<file path="src/rtl/demodulation_if.sv">
// Port bundle for the demodulator: sample-RAM read bus, LLR write bus,
// hard decisions and the modulator/decoder handshakes.
`timescale 1ns/1ps
interface demodulation_if #(
  parameter int CodeLen      = 256,
  parameter int CodeLen_bits = 8,
  parameter int LLR_W        = 6
);
  logic                      modulation_down;
  logic                      demodulation_receive;
  logic                      demodulation_down_to_modulation;
  logic                      demodulation_down_to_modulation_receive;
  logic                      read_enable;
  logic [CodeLen_bits:0]     read_addr;
  logic signed [14:0]        rdata_a;
  logic signed [14:0]        rdata_b;
  logic                      llr_we;
  logic [CodeLen_bits:0]     llr_addr;
  logic signed [LLR_W-1:0]   llr_a;
  logic signed [LLR_W-1:0]   llr_b;
  logic [CodeLen-1:0]        hard_sequence;
  logic                      demod_valid;
  logic                      decoder_ack;

  // Demodulator side
  modport master (
    input  modulation_down, demodulation_down_to_modulation_receive,
           rdata_a, rdata_b, decoder_ack,
    output demodulation_receive, demodulation_down_to_modulation,
           read_enable, read_addr, llr_we, llr_addr, llr_a, llr_b,
           hard_sequence, demod_valid
  );

  // Modulator / RAM / decoder side
  modport slave (
    output modulation_down, demodulation_down_to_modulation_receive,
           rdata_a, rdata_b, decoder_ack,
    input  demodulation_receive, demodulation_down_to_modulation,
           read_enable, read_addr, llr_we, llr_addr, llr_a, llr_b,
           hard_sequence, demod_valid
  );
endinterface

</file>
<file path="src/rtl/demodulation.sv">
// Soft demodulator: reads fix5p10 sample pairs from the modulator RAM, emits
// saturated LLR pairs and hard decisions, then hands the frame to the decoder.
`timescale 1ns/1ps
module demodulation #(
  parameter int CodeLen      = 256,
  parameter int CodeLen_bits = 8,
  parameter int LLR_W        = 6,
  parameter int LLR_SHIFT    = 8
) (
  input  logic           clk,
  input  logic           rst,
  demodulation_if.master bus
);
  typedef enum logic [1:0] {IDLE, READ, DRAIN, DONE} state_t;

  localparam int                AW       = CodeLen_bits + 1;
  localparam logic [AW-1:0]     CODE_LEN = AW'(CodeLen);
  localparam logic signed [14:0] SAT_HI  = 15'((1 << (LLR_W - 1)) - 1);
  localparam logic signed [14:0] SAT_LO  = -SAT_HI;

  state_t                  state;
  logic [AW-1:0]           counter;
  logic [CodeLen_bits-1:0] hard_idx_a;
  logic [CodeLen_bits-1:0] hard_idx_b;

  // Arithmetic shift floors toward -inf; the clamp is symmetric.
  function automatic logic signed [LLR_W-1:0] to_llr(input logic signed [14:0] s);
    logic signed [14:0] sh;
    sh = s >>> LLR_SHIFT;
    if (sh > SAT_HI) return SAT_HI[LLR_W-1:0];
    if (sh < SAT_LO) return SAT_LO[LLR_W-1:0];
    return sh[LLR_W-1:0];
  endfunction

  // Pairs always start on an even address, so the odd partner is just bit 0 set.
  assign hard_idx_a = bus.llr_addr[CodeLen_bits-1:0];
  assign hard_idx_b = {hard_idx_a[CodeLen_bits-1:1], 1'b1};

  // NOTE: every output gets a default first so no latch is inferred; the LLRs
  // stay combinational because rdata is only valid during the llr_we cycle.
  always_comb begin
    bus.llr_a = '0;
    bus.llr_b = '0;
    if (bus.llr_we) begin
      bus.llr_a = to_llr(bus.rdata_a);
      bus.llr_b = to_llr(bus.rdata_b);
    end
  end

  // NOTE: state uses non-blocking assignments only, so every branch below
  // sees the pre-edge values regardless of statement order.
  always_ff @(posedge clk or posedge rst) begin
    if (rst) begin
      state                               <= IDLE;
      counter                             <= '0;
      bus.demodulation_receive            <= 1'b0;
      bus.demodulation_down_to_modulation <= 1'b0;
      bus.read_enable                     <= 1'b0;
      bus.read_addr                       <= '0;
      bus.llr_we                          <= 1'b0;
      bus.llr_addr                        <= '0;
      bus.demod_valid                     <= 1'b0;
      // NOTE: hard_sequence is a plain flop vector, not a RAM, so it is reset
      // with everything else and the decoder never sees stale bits.
      bus.hard_sequence                   <= '0;
    end else begin
      bus.llr_we   <= bus.read_enable;
      bus.llr_addr <= bus.read_addr;
      if (bus.llr_we) begin
        bus.hard_sequence[hard_idx_a] <= bus.rdata_a[14];
        bus.hard_sequence[hard_idx_b] <= bus.rdata_b[14];
      end

      if (bus.demodulation_receive && !bus.modulation_down)
        bus.demodulation_receive <= 1'b0;

      case (state)
        IDLE: begin
          if (bus.modulation_down) begin
            bus.demodulation_receive <= 1'b1;
            counter                  <= '0;
            bus.hard_sequence        <= '0;
            state                    <= READ;
          end
        end
        READ: begin
          if (counter < CODE_LEN) begin
            bus.read_enable <= 1'b1;
            bus.read_addr   <= counter;
            counter         <= counter + AW'(2);
          end else begin
            bus.read_enable <= 1'b0;
            state           <= DRAIN;
          end
        end
        DRAIN: begin
          bus.demod_valid                     <= 1'b1;
          bus.demodulation_down_to_modulation <= 1'b1;
          state                               <= DONE;
        end
        DONE: begin
          if (bus.demod_valid && bus.decoder_ack)
            bus.demod_valid <= 1'b0;
          if (bus.demodulation_down_to_modulation && bus.demodulation_down_to_modulation_receive)
            bus.demodulation_down_to_modulation <= 1'b0;
          // Leave once neither handshake remains outstanding after this edge.
          if ((!bus.demod_valid || bus.decoder_ack) &&
              (!bus.demodulation_down_to_modulation || bus.demodulation_down_to_modulation_receive))
            state <= IDLE;
        end
        default: state <= IDLE;
      endcase
    end
  end
endmodule
</file>
<file path="src/flat_wrapper.sv">
// flat-port wrapper written by rule: the top's interface ports become plain ports
module demodulation_flat 
#(
  parameter int CodeLen      = 256,
  parameter int CodeLen_bits = 8,
  parameter int LLR_W        = 6,
  parameter int LLR_SHIFT    = 8
)
  (clk, rst, bus_modulation_down, bus_demodulation_down_to_modulation_receive, bus_rdata_a, bus_rdata_b, bus_decoder_ack, bus_demodulation_receive, bus_demodulation_down_to_modulation, bus_read_enable, bus_read_addr, bus_llr_we, bus_llr_addr, bus_llr_a, bus_llr_b, bus_hard_sequence, bus_demod_valid);
  demodulation_if #(.CodeLen(CodeLen), .CodeLen_bits(CodeLen_bits), .LLR_W(LLR_W)) bus_i ();
  input  logic clk;
  input  logic rst;
  input wire logic [$bits(bus_i.modulation_down)-1:0] bus_modulation_down;
  input wire logic [$bits(bus_i.demodulation_down_to_modulation_receive)-1:0] bus_demodulation_down_to_modulation_receive;
  input wire logic [$bits(bus_i.rdata_a)-1:0] bus_rdata_a;
  input wire logic [$bits(bus_i.rdata_b)-1:0] bus_rdata_b;
  input wire logic [$bits(bus_i.decoder_ack)-1:0] bus_decoder_ack;
  output wire logic [$bits(bus_i.demodulation_receive)-1:0] bus_demodulation_receive;
  output wire logic [$bits(bus_i.demodulation_down_to_modulation)-1:0] bus_demodulation_down_to_modulation;
  output wire logic [$bits(bus_i.read_enable)-1:0] bus_read_enable;
  output wire logic [$bits(bus_i.read_addr)-1:0] bus_read_addr;
  output wire logic [$bits(bus_i.llr_we)-1:0] bus_llr_we;
  output wire logic [$bits(bus_i.llr_addr)-1:0] bus_llr_addr;
  output wire logic [$bits(bus_i.llr_a)-1:0] bus_llr_a;
  output wire logic [$bits(bus_i.llr_b)-1:0] bus_llr_b;
  output wire logic [$bits(bus_i.hard_sequence)-1:0] bus_hard_sequence;
  output wire logic [$bits(bus_i.demod_valid)-1:0] bus_demod_valid;
  assign bus_i.modulation_down = bus_modulation_down;
  assign bus_i.demodulation_down_to_modulation_receive = bus_demodulation_down_to_modulation_receive;
  assign bus_i.rdata_a = bus_rdata_a;
  assign bus_i.rdata_b = bus_rdata_b;
  assign bus_i.decoder_ack = bus_decoder_ack;
  assign bus_demodulation_receive = bus_i.demodulation_receive;
  assign bus_demodulation_down_to_modulation = bus_i.demodulation_down_to_modulation;
  assign bus_read_enable = bus_i.read_enable;
  assign bus_read_addr = bus_i.read_addr;
  assign bus_llr_we = bus_i.llr_we;
  assign bus_llr_addr = bus_i.llr_addr;
  assign bus_llr_a = bus_i.llr_a;
  assign bus_llr_b = bus_i.llr_b;
  assign bus_hard_sequence = bus_i.hard_sequence;
  assign bus_demod_valid = bus_i.demod_valid;
  demodulation #(.CodeLen(CodeLen), .CodeLen_bits(CodeLen_bits), .LLR_W(LLR_W), .LLR_SHIFT(LLR_SHIFT)) u_core (.clk(clk), .rst(rst), .bus(bus_i));
endmodule
</file>
<file path="config.mk">
export PLATFORM = sky130hd
export DESIGN_NAME = demodulation_flat
export DESIGN_NICKNAME = d
export VERILOG_FILES = /design/src/rtl/demodulation_if.sv /design/src/rtl/demodulation.sv /design/src/flat_wrapper.sv
export SDC_FILE = /design/constraint.sdc
export NUM_CORES = 1
export LEC_CHECK = 0
export CAP_MARGIN = 5
export CORE_ASPECT_RATIO = 1.4
export CORE_UTILIZATION = 51
export CTS_BUF_LIST = sky130_fd_sc_hd__clkbuf_4
export DETAILED_ROUTE_END_ITERATION = 8
export GPL_ROUTABILITY_DRIVEN = 0
export PLACE_DENSITY = 0.78
export SKIP_LAST_GASP = 1
export SLEW_MARGIN = 20
export SYNTH_ARGS = -nofsm -noshare
export SYNTH_HDL_FRONTEND = slang
export SYNTH_SLANG_ARGS = --single-unit
</file>
<file path="constraint.sdc">
create_clock -name clk -period 15.1 [get_ports clk]
set_clock_uncertainty 0.2 [all_clocks]
set_input_delay 4.53 -clock clk [delete_from_list [all_inputs] [get_ports clk]]
set_output_delay 4.53 -clock clk [all_outputs]
set_load 0.1 [all_outputs]
</file>
# Word-level counts from Yosys, hierarchy flattened
# Cells that the tools add are included.
[word_totals]
register_bits = 290
elab_cells = 92
[classes]
add_sub_neg = 1
order_cmp = 9
n_eq_ne = 9
mux = 44
reduce_logical = 19
[op_table]
columns = ["operator", "n"]
rows = [
  ["256-bit two-way mux", 3],
  ["256-bit bitwise mux", 2],
  ["6-bit two-way mux", 10],
  ["8-bit by 9-bit < comparator with 1-bit output, second input constant", 2],
  ["1-bit two-way mux", 18],
  ["9-bit two-way mux", 2],
  ["9-bit one-hot mux with 2 select lines", 1],
  ["8-bit by 1-bit >= comparator with 1-bit output, second input constant", 2],
  ["7-bit by 6-bit greater-than comparator with 1-bit output, second input constant", 2],
  ["7-bit by 6-bit < comparator with 1-bit output, second input constant", 2],
  ["9-bit by 2-bit adder with 9-bit output, second input constant", 1],
  ["9-bit < comparator, second input constant", 1],
  ["1-bit demux with 8-bit select", 1],
  ["2-bit by 1-bit != test with 1-bit output, second input constant", 4],
  ["2-bit one-hot mux with 4 select lines", 1],
  ["1-bit demux with 7-bit select", 1],
  ["1-bit logical AND", 6],
  ["2-bit two-way mux", 3],
  ["2-bit AND reduction", 3],
  ["3-bit AND reduction", 2],
  ["2-bit equality test, second input constant", 2],
  ["2-bit != test, second input constant", 2],
  ["1-bit one-hot mux with 2 select lines", 2],
  ["2-bit nonzero test", 2],
  ["4 further kinds", 7],
]

# Logic depth before layout (Yosys ltp)
[depth]
word_depth = 9
depth_mapped = 8
ltp_nobuf = 6

# Least setup slack after synthesis
# OpenSTA, ideal clock, no wires.
[synth_path]
path_type = "input port to output port"
startpoint = "input port bus_rdata_a[14]"
endpoint = "output port bus_llr_a[1]"
arrival_time_ns = 7.034
required_ns = 10.370
slack_ns = 3.336
stages = 4
n_path_buf = 1
path_cell_list = "clkbuf_1 > nand2b_1 > nand2_1 > a21boi_0"
[synth_between]
elab_chain_cells = 7
word_cells_on_any_way = 11
classes_between = "2 x order compare; 9 x mux"
[synth_lines]
columns = ["item", "line_no", "source"]
rows = [
  ["from (decl)", "flat_wrapper.sv:15", "input wire logic [$bits(bus_i.rdata_a)-1:0] bus_rdata_a;"],
  ["7-bit by 6-bit < comparator with 1-bit output", "demodulation.sv:31", "if (sh < SAT_LO) return SAT_LO[LLR_W-1:0];"],
  ["1-bit two-way mux (2 in a row)", "demodulation.sv:31", ""],
  ["1-bit two-way mux", "demodulation.sv:44", "if (bus.llr_we) begin"],
  ["6-bit two-way mux", "demodulation.sv:32", "return sh[LLR_W-1:0];"],
  ["6-bit two-way mux *", "demodulation.sv:31", ""],
  ["6-bit two-way mux *", "demodulation.sv:44", ""],
  ["to (decl)", "flat_wrapper.sv:24", "output wire logic [$bits(bus_i.llr_a)-1:0] bus_llr_a;"],
]
# Every way passes the cells marked *; elsewhere a longest branch is shown, timed or not. The select of a mux whose other input is x is not followed.

# Final worst setup path
[layout_path]
startpoint = "input port bus_rdata_b[12]"
endpoint = "output port bus_llr_b[0]"
[layout_between]
elab_chain_cells = 7
word_cells_on_any_way = 11
classes_between = "2 x order compare; 9 x mux"
[layout_lines]
columns = ["item", "line_no", "source"]
rows = [
  ["from (decl)", "flat_wrapper.sv:16", "input wire logic [$bits(bus_i.rdata_b)-1:0] bus_rdata_b;"],
  ["7-bit by 6-bit < comparator with 1-bit output", "demodulation.sv:31", ""],
  ["1-bit two-way mux (2 in a row)", "demodulation.sv:31", ""],
  ["1-bit two-way mux", "demodulation.sv:44", ""],
  ["6-bit two-way mux", "demodulation.sv:32", ""],
  ["6-bit two-way mux *", "demodulation.sv:31", ""],
  ["6-bit two-way mux *", "demodulation.sv:44", ""],
  ["to (decl)", "flat_wrapper.sv:25", "output wire logic [$bits(bus_i.llr_b)-1:0] bus_llr_b;"],
]
# Marked as above.

==> results.sh <==
export IMPL_fmax_mhz=85.4
export IMPL_synth_edf_count=0
export IMPL_worstSetupEndpointType="output port"
export IMPL_rsz0062_at_grt="no"
export IMPL_drive_gt1_share_pct=9.01
export IMPL_dp_hpwl_um=24500
export IMPL_synth_common_cells="nand2_1, dfrtp_1, a21oi_1, nand3_1, o21ai_0"
export IMPL_whs_path_depth=0
export IMPL_p_sw_uw=478
export IMPL_worstPathRequired_ns=10.37
export IMPL_clock_path_buffers=3
export IMPL_regToRegSetupSlack_ns=12.13
export IMPL_pwr_share_seq_pct=49.1
export IMPL_yosys_area_top_type="dfrtp_1"
export IMPL_stdcell_count=2092
export IMPL_clkPwrFrac_pct=38.3
export IMPL_cap_violations=0
export IMPL_io_buffers=307
export IMPL_cp_slowest_stage_delay_ns=1.12
export IMPL_numCtsBuffers=71
export IMPL_seq_area_frac_synth_pct=55.1
export IMPL_design_core_area_sq_um=24800
export IMPL_power_frac_comb_pct=12.6
export IMPL_clock_sinks=287
export IMPL_netlist_area_sq_um=13000
export IMPL_die_h_um=191
export IMPL_hold_slack_ns=0.201
export IMPL_slew_headroom_pct=24.7
export IMPL_synth_most_common_cell="nand2_1"
export IMPL_critPathArrivalTime_ns=6.99
export IMPL_dp_slack_ns=3.37
export IMPL_worst_path_max_fanout=2
export IMPL_dieArea_sq_um=26200
export IMPL_hold_buffers=0
export IMPL_r2r_cells=3
export IMPL_hold_violations=0
export IMPL_setup_violations=0
export IMPL_synth_cells=1472
export IMPL_die_x_um=137
export IMPL_synthToLayoutAreaGrowth_pct=29.8
export IMPL_dr_pass1_iters=5
export IMPL_root_buffer="clkbuf_4"
export IMPL_p_leak_nw=6.75
export IMPL_cts_resized=0
export IMPL_wl_um=38600
export IMPL_grt_max_degree=140
export IMPL_final_util_pct=68.0
export IMPL_synth_top_cells_by_area="dfrtp_1, nand2_1, a21oi_1"
export IMPL_synthFlopType="dfrtp_1"
export IMPL_finalWorstSetupSlack_ns=3.38
export IMPL_nets=1767
export IMPL_syn_area_per_cell_sq_um=8.85
export IMPL_swShare_pct=29.8
export IMPL_initial_core_util_pct=52.4
export IMPL_yosys_warnings=0
export IMPL_antenna_found_initial=2
export IMPL_placed_cells_incl_taps=1960
export IMPL_htreeDepth=3
export IMPL_placed_area_sq_um=15900
export IMPL_synthDistinctLibCells=41
export IMPL_grt_pass1_wl_um=59500
export IMPL_fin_crit_ns=11.72
export IMPL_fin_crit_sh_pct=77.6
export IMPL_clk_pin_slew_ns=0.07
export IMPL_p_int_mw=1.13
export IMPL_critPathLaunchType="primary input"
export IMPL_post_synth_top_area_fraction_pct=55.1
export IMPL_rows=68
export IMPL_slowest_stage="clkdlybuf4s50_1"
export IMPL_setup_tns_final_ns=0
export IMPL_cts_tree="done"
export IMPL_status="complete, no violations"
export IMPL_drc=0
export IMPL_grt_overflow=0
export IMPL_path_class="primary input to output port"
export IMPL_async_flop_share_pct=100
export IMPL_crit_chain="clkdlybuf4s50_1, or4_1, nand3_1, o21a_1, o21a_1, clkdlybuf4s50_1"
export IMPL_tightest_slew_ns=1.13
export IMPL_wl_per_cell_um=18.4
export IMPL_cts_setup_buffers=0
export IMPL_power_density_nw_per_um2=95.1
export IMPL_clock_latency_ns=0.68
export IMPL_vdd_drop_max_uv=70.2
export IMPL_fin_area_sq_um=16900
export IMPL_vias=12000
export IMPL_antenna_left=0
export IMPL_hold_path_class="flip-flop to flip-flop"
export IMPL_p_total_mw=1.61
export IMPL_grt_usage_pct=29.5
export IMPL_grt_pass1_vias=11100
export IMPL_initialDrtViolationCount=995
export IMPL_ys_ff_latch=287
export IMPL_io_pins=326
export IMPL_finalMaxSlewViolations=0
export IMPL_routed_via_density=5.72
==> routing by layer <==
layer / up-vias / track usage (%) / routed length, um
met5: - / 0 / 13
met4: 2 / 15.8 / 1870
met3: 98 / 7.43 / 3160
met2: 515 / 47.2 / 18500
met1: 5826 / 36.7 / 15000
li1: 5534 / - / -
==> power by group through the flow <==
stage | Sequential, mW | Clock (mW) | Combinational [mW]
2_1_floorplan | 0.898 | 0 | 0.0567
3_3_place_gp | 0.803 | 0 | 0.202
3_5_place_dp | 0.803 | 0 | 0.204
4_1_cts | 0.789 | 0.630 | 0.204
5_1_grt | 0.789 | 0.670 | 0.211
6_report | 0.789 | 0.615 | 0.203
==> path summary, 6_finish.rpt <==
kind                                          from                             to
setup reg to reg            u_core.bus.llr_addr[5]  u_core.bus.hard_sequence[248]
min in group asynchronous                      rst  u_core.bus.hard_sequence[235]
max in group asynchronous                      rst   u_core.bus.hard_sequence[26]
hold reg to reg            u_core.bus.read_addr[5]         u_core.bus.llr_addr[5]
hold / removal             u_core.bus.read_addr[5]         u_core.bus.llr_addr[5]
setup / recovery                   bus_rdata_b[12]                   bus_llr_b[0]
==> layout by cell type (no fill, tap or decap), types with 3 or more instances in the layout <==
cell | netlist | final
clkbuf_4 | 0 | 101
a21oi_1 | 259 | 259
nand4bb_1 | 3 | 3
clkinv_1 | 0 | 16
buf_6 | 4 | 7
clkdlybuf4s50_1 | 0 | 305
nand3_1 | 178 | 178
a21boi_0 | 6 | 6
nand2_1 | 357 | 357
nand2b_1 | 7 | 7
and4b_1 | 3 | 3
and4bb_2 | 5 | 5
inv_1 | 4 | 3
o21a_1 | 4 | 4
nor4bb_4 | 0 | 4
nor4b_4 | 5 | 5
ha_1 | 5 | 5
and2_1 | 7 | 6
xor2_1 | 4 | 4
nor2_1 | 51 | 51
nand4b_1 | 7 | 7
dfrtp_1 | 287 | 287
mux2_2 | 10 | 10
o21ai_0 | 88 | 88
buf_4 | 19 | 18
nor2b_1 | 4 | 4
nand4_1 | 5 | 5
inv_2 | 0 | 3
==> worst max-delay path: cells and delay by family <==
family / cells / cell delay, ns
compound gates: 2 / 0.26
buf+inv: 2 / 1.56
simple gates: 2 / 0.63
==> registers in the layout, summed over array words and instances (netlist names) <==
signal                                      flops
u_core.state                                    2
u_core.bus.llr_we                               1
u_core.bus.demod_valid                          1
u_core.bus.llr_addr                             8
u_core.bus.read_enable                          1
u_core.bus.demodulation_down_to_modulation      1
u_core.counter                                  8
u_core.bus.hard_sequence                      256
u_core.bus.read_addr                            8
u_core.bus.demodulation_receive                 1
==> cell type report <==
type                       count  area (sq um)
antenna                        1          2.50
clock buffer                 101           758
clock inverter                21          81.3
fill                        2050          7940
inverter                       4          22.5
multi-input combinational   1031          5150
sequential                   287          7180
tap                          315           394
timing repair buffer         332          3310
==> kinds of logic (layout without fill, tap and decap cells) <==
| logic type | Yosys count | count (layout) | share of synthesized area [%] |
|---|---|---|---|
| xor gates and xnor gates | 4 | 4 | 0.269 |
| DFF | 287 | 287 | 55.1 |
| other | 1 | 3 | 0.0288 |
| AOI/OAI and AO/OA | 364 | 364 | 14.4 |
| adders and majority gates | 5 | 5 | 0.480 |
| and+or+nand+nor | 646 | 646 | 23.1 |
| muxes | 10 | 10 | 0.865 |
| buffers and inverters | 155 | 458 | 5.79 |
No activity file was read; power rests on OpenSTA's default activity.
==> edit: new RTL, same settings <==
`CodeLen` is set to 256 in 3 places; all go to 384.
--- a/src/rtl/demodulation_if.sv
+++ b/src/rtl/demodulation_if.sv
@@ -2,7 +2,7 @@
 // hard decisions and the modulator/decoder handshakes.
 `timescale 1ns/1ps
 interface demodulation_if #(
-  parameter int CodeLen      = 256,
+  parameter int CodeLen      = 384,
   parameter int CodeLen_bits = 8,
   parameter int LLR_W        = 6
 );
--- a/src/rtl/demodulation.sv
+++ b/src/rtl/demodulation.sv
@@ -2,7 +2,7 @@
 // saturated LLR pairs and hard decisions, then hands the frame to the decoder.
 `timescale 1ns/1ps
 module demodulation #(
-  parameter int CodeLen      = 256,
+  parameter int CodeLen      = 384,
   parameter int CodeLen_bits = 8,
   parameter int LLR_W        = 6,
   parameter int LLR_SHIFT    = 8
--- a/src/flat_wrapper.sv
+++ b/src/flat_wrapper.sv
@@ -1,7 +1,7 @@
 // flat-port wrapper written by rule: the top's interface ports become plain ports
 module demodulation_flat 
 #(
-  parameter int CodeLen      = 256,
+  parameter int CodeLen      = 384,
   parameter int CodeLen_bits = 8,
   parameter int LLR_W        = 6,
   parameter int LLR_SHIFT    = 8
Interface: changed (resized bus_hard_sequence); port bits go from 326 to 454. No check against the original RTL was run, so the function may have changed too.
==> edit against the original RTL <==
First-iteration DRC count decreased by 15%. Critical endpoint unchanged. Sequential cell count stayed put. Synthesized cell count grew 9.1%. Wire length up 3.5%. Via count increased by 3.0%. Synthesized area is 8.9% higher. Fmax decreased by 0.75%. Non-clock buffer count is 3 lower. Design area up 2.8%. Worst setup slack lost 0.088 ns.
Power is not compared: it rests on default switching activity, and its combinational part moved more than twofold at a synthesized area within 25%.
==> edit: results (changes against the original RTL) <==
outcome: finished clean
routing usage on met1: 0.324 (-0.0421)
post-synth cell types: 45 (+9.8%)
Tmin final: 11.80 ns (+0.0879 ns)
XOR/XNOR Fraction of Synth Area: 0.00309 (+0.000397)
Worst R2R Start: u_core.bus.llr_addr[7]$_DFF_PP0_
clk root buf: clkbuf_4
post_cts resized: 0 (unchanged)
max layer used: met4
GRT met3 Usage: 0.0534 (-0.0208)
hold-critical path depth: 0 (unchanged)
via/cell ratio: 5.46 (-4.6%)
WL/cell: 17.7 um (-4.2%)
cts bufs inserted: 69 (-2.8%)
synth warn: 0 (unchanged)
layout net count: 1,893 (+7.1%)
r2r endpoint: u_core.bus.hard_sequence[251]$_DFF_PP0_
asr flop ratio synth: 1.00 (unchanged)
Post-synth top cells: 353 x nand2_1, 287 x dfrtp_1, 257 x a21oi_1
Leak Pwr: 7.37 nW
hold wc startpoint: u_core.bus.read_addr[5]$_DFFE_PP0P_
max incr delay on CP: 1.18 ns (+0.06 ns)
R2R depth: 4 (+1)
Place WS: 3.23 ns (-0.145 ns)
mux share of post-synthesis cell area: 0.00556 (-0.00309)
Setup CP Type: in -> out
max FFs per register: 256 (unchanged)
Hold Path Class: reg -> reg
filler instances: 2,283 (+11%)
crit path from: bus_rdata_b[14]
First DRT Iteration DRCs: 850 (-15%)
met2 wire len: 20,600 um (+11%)
Pint: 1.46 mW
met2 Usage GRT: 0.483 (+0.0115)
part of the Yosys area used for sequential elements: 0.506 (-0.0452)
adder-cell area share of the yosys netlist: 0.00723 (+0.00243)
Worst R2R Setup Slack: 12.06 ns (-0.07 ns)
dpl hpwl: 26,000 um (+6.3%)
clock transition at the registers of the reported paths: 0.07 ns (about the same)
Synth Area in Compound Gates: 0.130 (-0.0139)
wl on met1: 14,500 um (-3.3%)
TritonRoute pass-1 iters: 5 (unchanged)
first-pass GRT wire length: 61,300 um (+3.2%)
layout cell share with drive strength beyond 1: 0.0750 (-0.0151)
Slew HR: 0.236 (-0.0102)
top cells by area, synth: dfrtp_1 51%, nand2_1 9.3%, a21oi_1 9.1%
clock buffer depth: 3 (unchanged)
vias in the first global route: 11,399 (+2.7%)
critical path arrival: 7.07 ns (+0.08 ns)
Top FF cell, synth: dfrtp_1
initial antenna violation count: 1 (-1)
Hold EP: u_core.bus.llr_addr[5]$_DFF_PP0_
H-tree levels: 3 (unchanged)
GRT Total Usage: 0.280 (-0.0154)
maximum fanout along the worst path: 73 (+71)
worst skew pair latency: 0.67 ns
delay-heaviest family, CP: buffers and inverters
placed inst area: 16,500 um2 (+3.6%)
largest net degree at the start of global routing: 149 (+6.4%)
WL met3: 2840 um (-10%)
==> edit: power by group through the flow <==
stage	Clock, mW	Combinational [mW]	Sequential [mW]
after floorplan	0	0.663	1.57
after global placement	0	1.53	0.962
after detailed placement	0	1.54	0.967
after CTS	0.613	1.55	0.953
after global routing	0.653	1.62	0.966
final	0.601	1.56	0.953
==> edit: area by class of cell <==
| class | instances | share of cell area |
|---|---|---|
| Tap cell | 365 | 0.0263 |
| Clock inverter | 18 | 0.00547 |
| Clock buffer | 93 | 0.0402 |
| Sequential cell | 287 | 0.413 |
| Timing Repair Buffer | 329 | 0.188 |
| Multi-Input combinational cell | 1160 | 0.325 |
| Inverter | 6 | 0.00202 |
| Antenna cell | 1 | 0.000144 |
==> edit: cells by family after synthesis <==
kind of cell | count (synthesis)
AO/OA/AOI/OAI | 359
flip-flops | 287
other | 1
multiplexers | 7
AND/OR/NAND/NOR | 650
buffers and inverters | 288
XOR/XNOR | 5
adder cells (fa/ha/maj) | 9
==> edit: worst max-delay path by stage <==
stage,endpoint,cells after the start
2_1_floorplan,u_core.bus.demod_valid$_DFFE_PP0P_,1
3_3_place_gp,bus_llr_b[0],6
3_5_place_dp,bus_llr_b[0],6
4_1_cts,bus_llr_b[0],6
5_1_grt,bus_llr_b[0],6
6_report,bus_llr_b[0],6
==> edit: worst register-to-register path, stage by stage (launching register included) <==
cell,delay [ns]
dfrtp_1,1.06
nand4_1,1.01
nor2_1,0.43
nand2_1,0.10
a21oi_1,0.16
==> edit: per-stage QoR <==
stage	total power, mW	hold WS, ns	utilization	std cells
6_report	3.11	0.187	0.641	2259
5_1_grt	3.23	0.211	0.641	2259
4_1_cts	3.11	0.197	0.639	2254
3_5_place_dp	2.51	0.191	0.610	2143
3_3_place_gp	2.49	0.184	0.610	2143
2_1_floorplan	2.23	0.333	-	1735
